===== config.mk =====
export PLATFORM = sky130hd
export DESIGN_NAME = shift_pipe
export DESIGN_NICKNAME = d
export VERILOG_FILES = /design/src/rtl/shift_pipe.sv
export SDC_FILE = /design/constraint.sdc
export NUM_CORES = 1
export LEC_CHECK = 0
export CORE_MARGIN = 2
export CORE_UTILIZATION = 59
export CTS_BUF_LIST = sky130_fd_sc_hd__clkbuf_16
export CTS_CLUSTER_DIAMETER = 150
export DETAILED_ROUTE_END_ITERATION = 8
export PLACE_DENSITY = 0.83
export SLEW_MARGIN = 30
export SYNTH_ARGS = -nofsm -noshare
export SYNTH_HDL_FRONTEND = slang
export SYNTH_SLANG_ARGS = --single-unit

===== constraint.sdc =====
create_clock -name clk -period 4.4 [get_ports clk]
set_clock_uncertainty 0.15 [all_clocks]
set_input_delay 0.44 -clock clk [delete_from_list [all_inputs] [get_ports clk]]
set_output_delay 0.44 -clock clk [all_outputs]
set_load 0.01 [all_outputs]

===== src/rtl/shift_pipe.sv =====
// Two-stage pipelined barrel shifter (SLL/SRA/SRL/ROR) with valid/ready handshake.
// Stage 1 applies the upper half of the shift amount; stage 2 applies the lower half.
module shift_pipe #(
  parameter int WIDTH = 16,
  parameter int SW    = $clog2(WIDTH)
) (
  input  logic             clk,
  input  logic             rst_n,
  input  logic             flush,
  input  logic             in_valid,
  output logic             in_ready,
  input  logic [WIDTH-1:0] in_data,
  input  logic [SW-1:0]    in_amt,
  input  logic [1:0]       in_mode,
  output logic             out_valid,
  input  logic             out_ready,
  output logic [WIDTH-1:0] out_data,
  output logic             out_zero
);

  localparam int LW = SW / 2;
  localparam int HW = SW - LW;

  localparam logic [1:0] MODE_SLL = 2'b00;
  localparam logic [1:0] MODE_SRA = 2'b01;
  localparam logic [1:0] MODE_SRL = 2'b10;
  localparam logic [1:0] MODE_ROR = 2'b11;

  // One mux layer per amount bit; zero bits in amt make a layer a pass-through.
  function automatic logic [WIDTH-1:0] barrel(input logic [WIDTH-1:0] data,
                                              input logic [1:0]       mode,
                                              input logic [SW-1:0]    amt);
    logic [WIDTH-1:0] res;
    res = data;
    for (int i = 0; i < SW; i++) begin
      if (amt[i]) begin
        case (mode)
          MODE_SLL: res = res << (1 << i);
          MODE_SRA: res = $signed(res) >>> (1 << i);
          MODE_SRL: res = res >> (1 << i);
          MODE_ROR: res = (res >> (1 << i)) | (res << (WIDTH - (1 << i)));
          default:  res = res;
        endcase
      end
    end
    return res;
  endfunction

  logic             s1_valid;
  logic [WIDTH-1:0] s1_data;
  logic [1:0]       s1_mode;
  logic [LW-1:0]    s1_amt_lo;

  logic             s2_valid;
  logic [WIDTH-1:0] s2_data;
  logic             s2_zero;

  logic             s2_load;
  logic             s1_load;
  logic [SW-1:0]    s1_amt_full;
  logic [SW-1:0]    s2_amt_full;
  logic [WIDTH-1:0] s1_shift;
  logic [WIDTH-1:0] s2_shift;

  // A stage may load when it is empty or its contents move on this cycle.
  assign s2_load  = !s2_valid || out_ready;
  assign s1_load  = !s1_valid || s2_load;
  assign in_ready = !flush && s1_load;

  assign s1_amt_full = {in_amt[SW-1:LW], {LW{1'b0}}};
  assign s2_amt_full = {{HW{1'b0}}, s1_amt_lo};
  assign s1_shift    = barrel(in_data, in_mode, s1_amt_full);
  assign s2_shift    = barrel(s1_data, s1_mode, s2_amt_full);

  always_ff @(posedge clk or negedge rst_n) begin
    if (!rst_n) begin
      s1_valid  <= 1'b0;
      s1_data   <= '0;
      s1_mode   <= '0;
      s1_amt_lo <= '0;
      s2_valid  <= 1'b0;
      s2_data   <= '0;
      s2_zero   <= 1'b0;
    end else begin
      if (flush) begin
        s1_valid <= 1'b0;
        s2_valid <= 1'b0;
      end else begin
        if (s2_load) s2_valid <= s1_valid;
        if (s1_load) s1_valid <= in_valid;
      end
      // Data registers only move with a real operand, keeping a stalled output stable.
      if (s2_load && s1_valid) begin
        s2_data <= s2_shift;
        s2_zero <= (s2_shift == '0);
      end
      if (s1_load && in_valid) begin
        s1_data   <= s1_shift;
        s1_mode   <= in_mode;
        s1_amt_lo <= in_amt[LW-1:0];
      end
    end
  end

  assign out_valid = s2_valid;
  assign out_data  = s2_data;
  assign out_zero  = s2_zero;

endmodule


# --- Word-level counts from Yosys, hierarchy flattened ---
# Cells that the tools add are included.
op_classes:
  eq_ne: 6
  muxes: 12
  bitwise: 4
  n_reduce_logical: 13
op_table:
  columns: ["cell", "count"]
  rows:
  - ["one-hot mux 16 bit (4 select lines)", 4]
  - ["2-to-1 mux 16 bit", 4]
  - ["zero test 16 bit", 1]
  - ["OR 12 x 16 -> 16 bit", 1]
  - ["OR 14 x 16 -> 16 bit", 1]
  - ["OR 15 x 16 -> 16 bit", 1]
  - ["OR 8 x 16 -> 16 bit", 1]
  - ["== test 2 bit (second input constant)", 4]
  - ["== test 2 x 1 -> 1 bit (second input constant)", 2]
  - ["zero test 2 bit", 2]
  - ["2-to-1 mux 1 bit", 4]
  - ["nonzero test 2 bit", 2]
  - ["logical AND 1 bit", 3]
  - ["zero test 1 bit", 3]
  - ["logical OR 1 bit", 2]
word_totals:
  reg_bits: 39
  in_bits: 27
  output_inout_bits: 19
  elab_cells: 42

# --- Longest topological paths before layout ---
# Gate-level depths: netlist of run 1.
logic_depth:
  depth_word: 7
  depth_mapped: 8
  ltp_nobuf: 6

# --- Worst setup path after synthesis of run 1 ---
# Ideal clock, no wire load.
synth_path:
  path_type: "register to register"
  startpoint: "register s1_mode[0]"
  endpoint: "register s2_zero (netlist: out_zero)"
  setup_time_ps: 95
  t_arrival_ps: 1800
  t_required_ps: 4155
  setup_slack_ps: 2355
  path_stages_with_launch: 8
  n_path_buf: 1
  period_less_slack_ps: 2045
  path_cell_list: "dfrtp_1 -> buf_6 -> nor2_4 -> mux4_2 -> mux2i_1 -> and4_1 -> nand4_1 -> o31ai_1"
synth_between:
  elab_chain_len: 7
  word_cells_on_any_way: 10
  classes_between: "eq/ne (3); mux (4); bitwise (1); reduce/logical (2)"
synth_rtl:
  columns: ["item", "line", "text"]
  rows:
  - ["start, declared", "51", "logic [1:0] s1_mode;"]
  - ["start signal, assigned", "99", "s1_mode <= in_mode;"]
  - ["== test 2 bit, or another cell as far along", null, null]
  - ["one-hot mux 16 bit (4 select lines)", "37", "case (mode)"]
  - ["2-to-1 mux 16 bit", "36", "if (amt[i]) begin"]
  - ["OR 14 x 16 -> 16 bit", "41", "MODE_ROR: res = (res >> (1 << i)) | (res << (WIDTH - (1 << i)));"]
  - ["one-hot mux 16 bit (4 select lines)", "37", null]
  - ["2-to-1 mux 16 bit *", "36", null]
  - ["zero test 16 bit *", "95", "s2_zero <= (s2_shift == '0);"]
  - ["end signal, assigned", "95", null]
  - ["end, declared", "56", "logic s2_zero;"]
# Every way passes the cells marked *; elsewhere a longest branch is shown, timed or not.
# A chain may end at the register's enable or synchronous reset.

# --- Final worst setup path of run 1 ---
layout_path:
  startpoint: "register s1_amt_lo[0]"
  endpoint: "register s2_zero (netlist: out_zero)"
layout_between:
  elab_chain_len: 5
layout_rtl:
  columns: ["item", "line", "text"]
  rows:
  - ["start, declared", "52", "logic [LW-1:0] s1_amt_lo;"]
  - ["start signal, assigned", "100", "s1_amt_lo <= in_amt[LW-1:0];"]
  - ["2-to-1 mux 16 bit *", "36", null]
  - ["OR 14 x 16 -> 16 bit", "41", null]
  - ["one-hot mux 16 bit (4 select lines)", "37", null]
  - ["2-to-1 mux 16 bit *", "36", null]
  - ["zero test 16 bit *", "95", null]
# Marked as above.

==> run_results.csv, run 1 <==
group,metric,value,unit
logic_synthesis,ys_types,46,
worst_setup_path,crit_path_end,"out_zero",
global_route,antenna_found_initial,0,
place,hpwl,5220,µm
clock_network,cts_max_level,2,
clock_network,path_clk_slew,0.06,ns
place,port_buffers,45,
logic_synthesis,ys_ff_latch,39,
die,dieArea,0.00569,mm²
detailed_routing,first_pass_iters,7,
worst_setup_path,critical_path.max_fanout,33,
sta,fmax,0.374,GHz
run_status,status,"finished clean",
place,dp.cells,478,
sta,slew_headroom,48.6,%
global_route,gr-usage-all-layers,27.1,%
worst_setup_path,cp-startpoint,"s1_amt_lo[0]",
logic_synthesis,postSynthAreaPerCell,7.58,µm²
die,fp-row-count,25,
sta,setup_tns,0,ns
power_and_ir_drop,p_sw_share,33.8,%
layout,final_cells,487,
clock_network,cts_buffers,5,
logic_synthesis,async_reset_ff_share,100,%
die,design.core.area,0.00482,mm²
power_and_ir_drop,combPwrFrac,34.0,%
sta,hold_viol,0,
detailed_routing,dr.first_iter.drc_count,330,
power_and_ir_drop,pwr-share-clk,26.6,%
logic_synthesis,ys_warn_count,0,
layout,diodes,0,
global_route,grt_pass1_wl,11900,µm
place,place_congestion,0.901,
worst_setup_path,r2r_setup_slack,1.72,ns
sta,worst_pin_slew,0.771,ns
sta,post-route-period-util,60.8,%
worst_setup_path,r2r-start,"s1_amt_lo[0]",
run,maxCapViolCount,0,
logic_synthesis,synth_top_area_share,32.4,%
logic_synthesis,ys.flop_type,"dfrtp_1",
worst_setup_path,crit_required,4.44,ns
layout,drive_above_1_share,8.81,%
die,start_util,62.4,%
hold_path,min_path_type,"reg -> reg",
detailed_routing,ant_nets,0,
die,die_w,75.4,µm
sta,maxSlewViolCount,0,
worst_setup_path,r2r_cells,7,
global_route,grt_pass1_vias,2538,
clock_network,cts_tree,"yes",
sta,setup_violations,0,
worst_setup_path,rr_endpoint,"out_zero",
logic_synthesis,yosys-top-cells-area,"dfrtp_1 (32%), nand2_1 (9.1%), o21ai_0 (6.7%)",
detailed_routing,wl_per_cell,14.8,µm
worst_setup_path,cp-start-kind,"register",
die,fp.dieH,75.4,µm
power_and_ir_drop,total_leakage_power,0.00144,µW
logic_synthesis,synth_cells,397,
power_and_ir_drop,p_per_area,353,mW/mm²
logic_synthesis,synth_area,0.00301,mm²
worst_setup_path,crit_arrival,2.72,ns
power_and_ir_drop,internal_power,832,µW
power_and_ir_drop,vdd_drop_max,205,µV
layout,area_growth,18.5,%
die,io_pins,46,
worst_setup_path,crit_type,"reg -> reg",
clock_network,cts_root_buf,"clkbuf_16",
power_and_ir_drop,p_sw,424,µW
logic_synthesis,synth_top_area_cell,"dfrtp_1",
power_and_ir_drop,pwr-share-seq,39.3,%
detailed_routing,vias_per_cell,6.17,
worst_setup_path,crit_path_end_kind,"register",
clock_network,insertion_delay,0.28,ns
sta,fin_crit,2.68,ns
logic_synthesis,synth_edf_count,0,
clock_network,cts_sinks,39,
layout,finalNetCount,447,
global_route,grt_overflow,0,
logic_synthesis,synth_nets,424,
clock_network,clock_path_buffers,2,
detailed_routing,wirelength,7220,µm
layout,fillers,414,
detailed_routing,via_count,3003,
global_route,grt_max_degree,42,
detailed_routing,route.detailed.drc,0,
logic_synthesis,ys_seq_area_share,32.4,%
sta,rsz0062_at_grt,"false",
-- power groups by stage --
| stage | Clock, µW | Sequential, µW | Combinational [µW] |
|---|---|---|---|
| global placement | 0 | 495 | 411 |
| floorplan | 0 | 484 | 270 |
| detailed placement | 0 | 498 | 419 |
| CTS | 336 | 492 | 422 |
| global route | 355 | 503 | 475 |
| finish | 335 | 494 | 428 |
-- Yosys cell counts (2+ instances only) --
master	number
a21boi_0	6
a21o_1	2
a21oi_1	26
a311oi_1	9
a31o_2	4
a31oi_1	14
and4_1	2
buf_1	3
buf_2	7
buf_6	3
clkbuf_1	19
dfrtp_1	39
inv_1	3
mux2_2	4
mux2i_1	17
mux4_2	3
nand2_1	73
nand2b_1	15
nand3_1	6
nand4_1	2
nor2_1	47
nor2b_1	4
nor3_1	7
o21ai_0	40
o22ai_1	15
or3b_2	7
-- layout make-up --
cell class | instances | area [µm²] | area share [%]
clock inverter | 2 | 8.76 | 0.246
inverter | 3 | 11.3 | 0.316
timing repair buffer | 49 | 493 | 13.8
sequential | 39 | 976 | 27.4
multi-input combinational | 322 | 1870 | 52.4
clock buffer | 5 | 125 | 3.51
tap | 67 | 83.8 | 2.35
-- per-layer routing --
| metal | GRT usage, % | vias up | wire length [µm] |
|---|---|---|---|
| li1 | - | 1470 | - |
| met1 | 34.1 | 1396 | 3140 |
| met2 | 47.0 | 123 | 3530 |
| met3 | 3.17 | 14 | 402 |
| met4 | 11.7 | 0 | 147 |
| met5 | 0 | - | 0 |
-- cells by family (layout without fill, tap and decap cells) --
group,count (synthesis),in the layout,synth area share [%]
AO/OA/AOI/OAI,128,128,26.5
XOR/XNOR,1,1,0.291
buffers and inverters,36,59,5.66
flip-flops,39,39,32.4
multiplexers,24,24,9.40
AND/OR/NAND/NOR,169,169,25.7
-- how the worst min path moves through the flow --
stage,start,endpoint,cells past startpoint
detailed placement,out_data[8],out_data[8],1
CTS,rst_n,s1_amt_lo[0],1
floorplan,rst_n,out_data[0],0
global placement,out_data[8],out_data[8],1
finish,out_data[0],out_data[0],2
global route,out_data[8],out_data[8],1
-- worst max-delay path, stage by stage (launching register included) --
cell,delay (ns)
dfrtp_1,0.84
buf_4,0.45
mux2i_1,0.25
o22ai_1,0.10
nor3_1,0.23
and4_1,0.22
nand4_1,0.09
o31ai_1,0.24
-- sequential cells by signal (all words and copies together), names as in the netlist --
name / count
out_zero: 1
out_data: 16
s1_mode: 2
s1_data: 16
s1_amt_lo: 2
out_valid: 1
s1_valid: 1
-- stage by stage --
step	worst slack, ns	util, %	hold WS, ns	instance area [µm²]	total power (µW)
floorplan	2.35	-	-0.00559	3010	755
global placement	1.64	70.4	0.310	3390	905
detailed placement	1.63	70.3	0.316	3390	918
CTS	1.76	73.1	0.143	3520	1250
global route	1.48	74.0	0.336	3560	1330
finish	1.72	74.0	0.323	3560	1260
-- placed cells by master (no fill, tap or decap), drive strengths merged, types with 15 or more instances in the layout --
cell           count
a31oi             15
a21oi             26
nor2              48
clkdlybuf4s50     43
mux2i             17
nand2             73
nand2b            15
o21ai             42
dfrtp             39
o22ai             15
-- timing repair --
item                                   in CTS  in global routing
setup buffers                               0                  0
endpoints found under the hold margin       0                 16
gates resized for setup                     0                  0
hold buffers                                0                  1
(Power assumes the default switching activity.)
==> run 2: changes to the inputs <==
CORE_UTILIZATION = 49   (was 59)
PLACE_DENSITY = 0.73   (was 0.83)
clock period = 2.2 ns   (was 4.4 ns; I/O delays follow)
==> run_results.csv, run 2 (synthesis results as in run 1) <==
group,metric,value,unit
detailed_routing,vias_per_cell,5.99,
clock_network,cts_tree,"yes",
clock_network,clock_path_buffers,2,
die,io_pins,46,
power_and_ir_drop,p_per_area,744,mW/mm²
detailed_routing,wirelength,8130,µm
layout,final_cell_mix,"nand2_1 (73), nor2_1 (47), clkdlybuf4s50_1 (44)",
layout,seq_area,978,µm²
layout,multi_input_area,0.00190,mm²
hold_path,min_path_type,"reg -> reg",
worst_setup_path,crit_path_end_kind,"register",
run,maxCapViolCount,0,
power_and_ir_drop,pwr-share-clk,32.2,%
die,fp-row-count,28,
power_and_ir_drop,vdd_drop_max,487,µV
worst_setup_path,crit_chain,"buf_4 > or3b_2 > a311oi_2 > nor3_1 > and4_1 > nand4_1 > o31ai_1",
worst_setup_path,critical_path.max_fanout,13,
detailed_routing,via_count,3138,
worst_setup_path,cp-start-kind,"register",
layout,finalNetCount,475,
worst_setup_path,cp-startpoint,"s1_mode[0]",
place,port_buffers,45,
detailed_routing,first_pass_iters,4,
sta,slew_headroom,43.3,%
detailed_routing,route.detailed.drc,0,
worst_setup_path,crit_required,2.21,ns
power_and_ir_drop,p_sw_share,31.6,%
run_status,status,"finished clean",
layout,fin_util,66.1,%
clock_network,cts_sinks,39,
die,fp.dieH,82.4,µm
layout,layout_commonest_cell,"nand2_1",
global_route,grt_pass1_wl,13300,µm
layout,fillers,512,
clock_network,cts_max_level,2,
worst_setup_path,cp_slowest_stage_delay,0.46,ns
clock_network,insertion_delay,0.29,ns
place,place_congestion,0.977,
die,start_util,50.8,%
layout,drive_above_1_share,16.0,%
clock_network,cts_buffers,5,
sta,fmax,0.461,GHz
power_and_ir_drop,internal_power,1990,µW
layout,diodes,0,
hold_path,hp-start,"out_data[10]",
clock_network,path_clk_slew,0.06,ns
clock_network,cts_root_buf,"clkbuf_16",
worst_setup_path,worst-path-buf-inv,1,
sta,worst_pin_slew,0.851,ns
power_and_ir_drop,total_leakage_power,0.00161,µW
place,placed_area,0.00365,mm²
die,design.core.area,0.00592,mm²
sta,fin_crit,2.17,ns
global_route,grt_max_degree,42,
sta,setup_violations,0,
detailed_routing,wl_per_cell,15.5,µm
detailed_routing,dr.first_iter.drc_count,362,
layout,final_design_area_no_fill,0.00391,mm²
layout,area_growth,30.1,%
global_route,grt_pass1_vias,2808,
worst_setup_path,cp_slowest_cell,"dfrtp_2",
place,hpwl,5970,µm
global_route,gr-usage-all-layers,25.9,%
worst_setup_path,r2r-start,"s1_mode[0]",
worst_setup_path,cpLargestDelayFamily,"simple AND/OR/NAND/NOR gates",
sta,hold_viol,0,
power_and_ir_drop,pwr-share-seq,32.7,%
power_and_ir_drop,p_sw,920,µW
sta,post-route-period-util,98.6,%
worst_setup_path,crit_type,"reg -> reg",
worst_setup_path,crit_arrival,2.18,ns
die,die_w,82.4,µm
detailed_routing,ant_nets,0,
die,dieArea,0.00678,mm²
global_route,antenna_found_initial,0,
sta,maxSlewViolCount,0,
power_and_ir_drop,combPwrFrac,35.1,%
global_route,grt_overflow,0,
-- run 2: cell types whose count changed in the layout (fill, tap and decap cells not counted), sizes merged --
cell           delta
bufinv            +2
clkdlybuf4s50     +1
buf              +27
clkinv            -2
clkinvlp          +1
-- run 2: power groups by stage --
stage | logic, µW | clock network (µW) | registers [µW]
after detailed placement | 976 | 0 | 959
after CTS | 985 | 953 | 947
after floorplan | 540 | 0 | 969
final | 1020 | 939 | 952
after global routing | 1120 | 983 | 968
after global placement | 963 | 0 | 951
-- run 2: layout make-up --
type                    instances  share of cell area [%]
multi-input cells             322                    48.7
inverters                       3                   0.288
repair buffers                 77                    18.7
clock inverters                 3                    1.73
clock buffers                   5                    3.20
well taps                      75                    2.40
flip-flops and latches         39                    25.0
-- run 2: repair_timing --
| action | CTS | global route |
|---|---|---|
| setup endpoints to repair | 1 | 1 |
| gates resized for setup | 1 | 13 |
| pin swaps | 0 | 2 |
| hold endpoints to repair | 39 | 0 |
| hold buffers | 1 | 0 |
| buffers inserted | 0 | 1 |
-- run 2: metal layers --
| metal | part of all wire (%) | up-vias | GRT usage (%) |
|---|---|---|---|
| li1 | - | 1524 | - |
| met1 | 42 | 1456 | 32.9 |
| met2 | 49 | 136 | 43.0 |
| met3 | 6.1 | 22 | 3.59 |
| met4 | 3.0 | 0 | 12.8 |
| met5 | 0 | - | 0 |
-- run 2: path summary, 6_finish.rpt --
kind	endpoint	slack [ns]	depth (start not counted)
setup / recovery	out_zero	0.03	7
hold / removal	out_data[10]	0.32	1
setup reg to reg	out_zero	0.03	7
hold reg to reg	out_data[10]	0.32	1
max in group asynchronous	s1_mode[1]	0.88	2
min in group asynchronous	out_data[9]	0.43	2
-- run 2: stage by stage --
stage | instances | setup WS (ns) | power (µW) | setup TNS (ns) | hold slack (ns)
2_1_floorplan | 397 | 0.155 | 1510 | 0 | -0.226
3_3_place_gp | 514 | 0.0873 | 1910 | 0 | 0.216
3_5_place_dp | 514 | 0.0280 | 1930 | 0 | 0.230
4_1_cts | 523 | 0.0120 | 2880 | 0 | 0.329
5_1_grt | 524 | -0.00242 | 3070 | -0.00242 | 0.339
6_report | 524 | 0.0303 | 2910 | 0 | 0.324
-- run 2: worst reg2reg max path: cells and delay by family, from the launching register on --
kind            cells  cell delay, ns
simple gates        4            0.86
flops               1            0.46
compound gates      2            0.38
buf+inv             1            0.20
==> run 3: changes to the inputs <==
TNS_END_PERCENT = 100   (was not set)
==> results of run 3 <==
No change in the layout: final DEF, timing and power equal those of run 2.
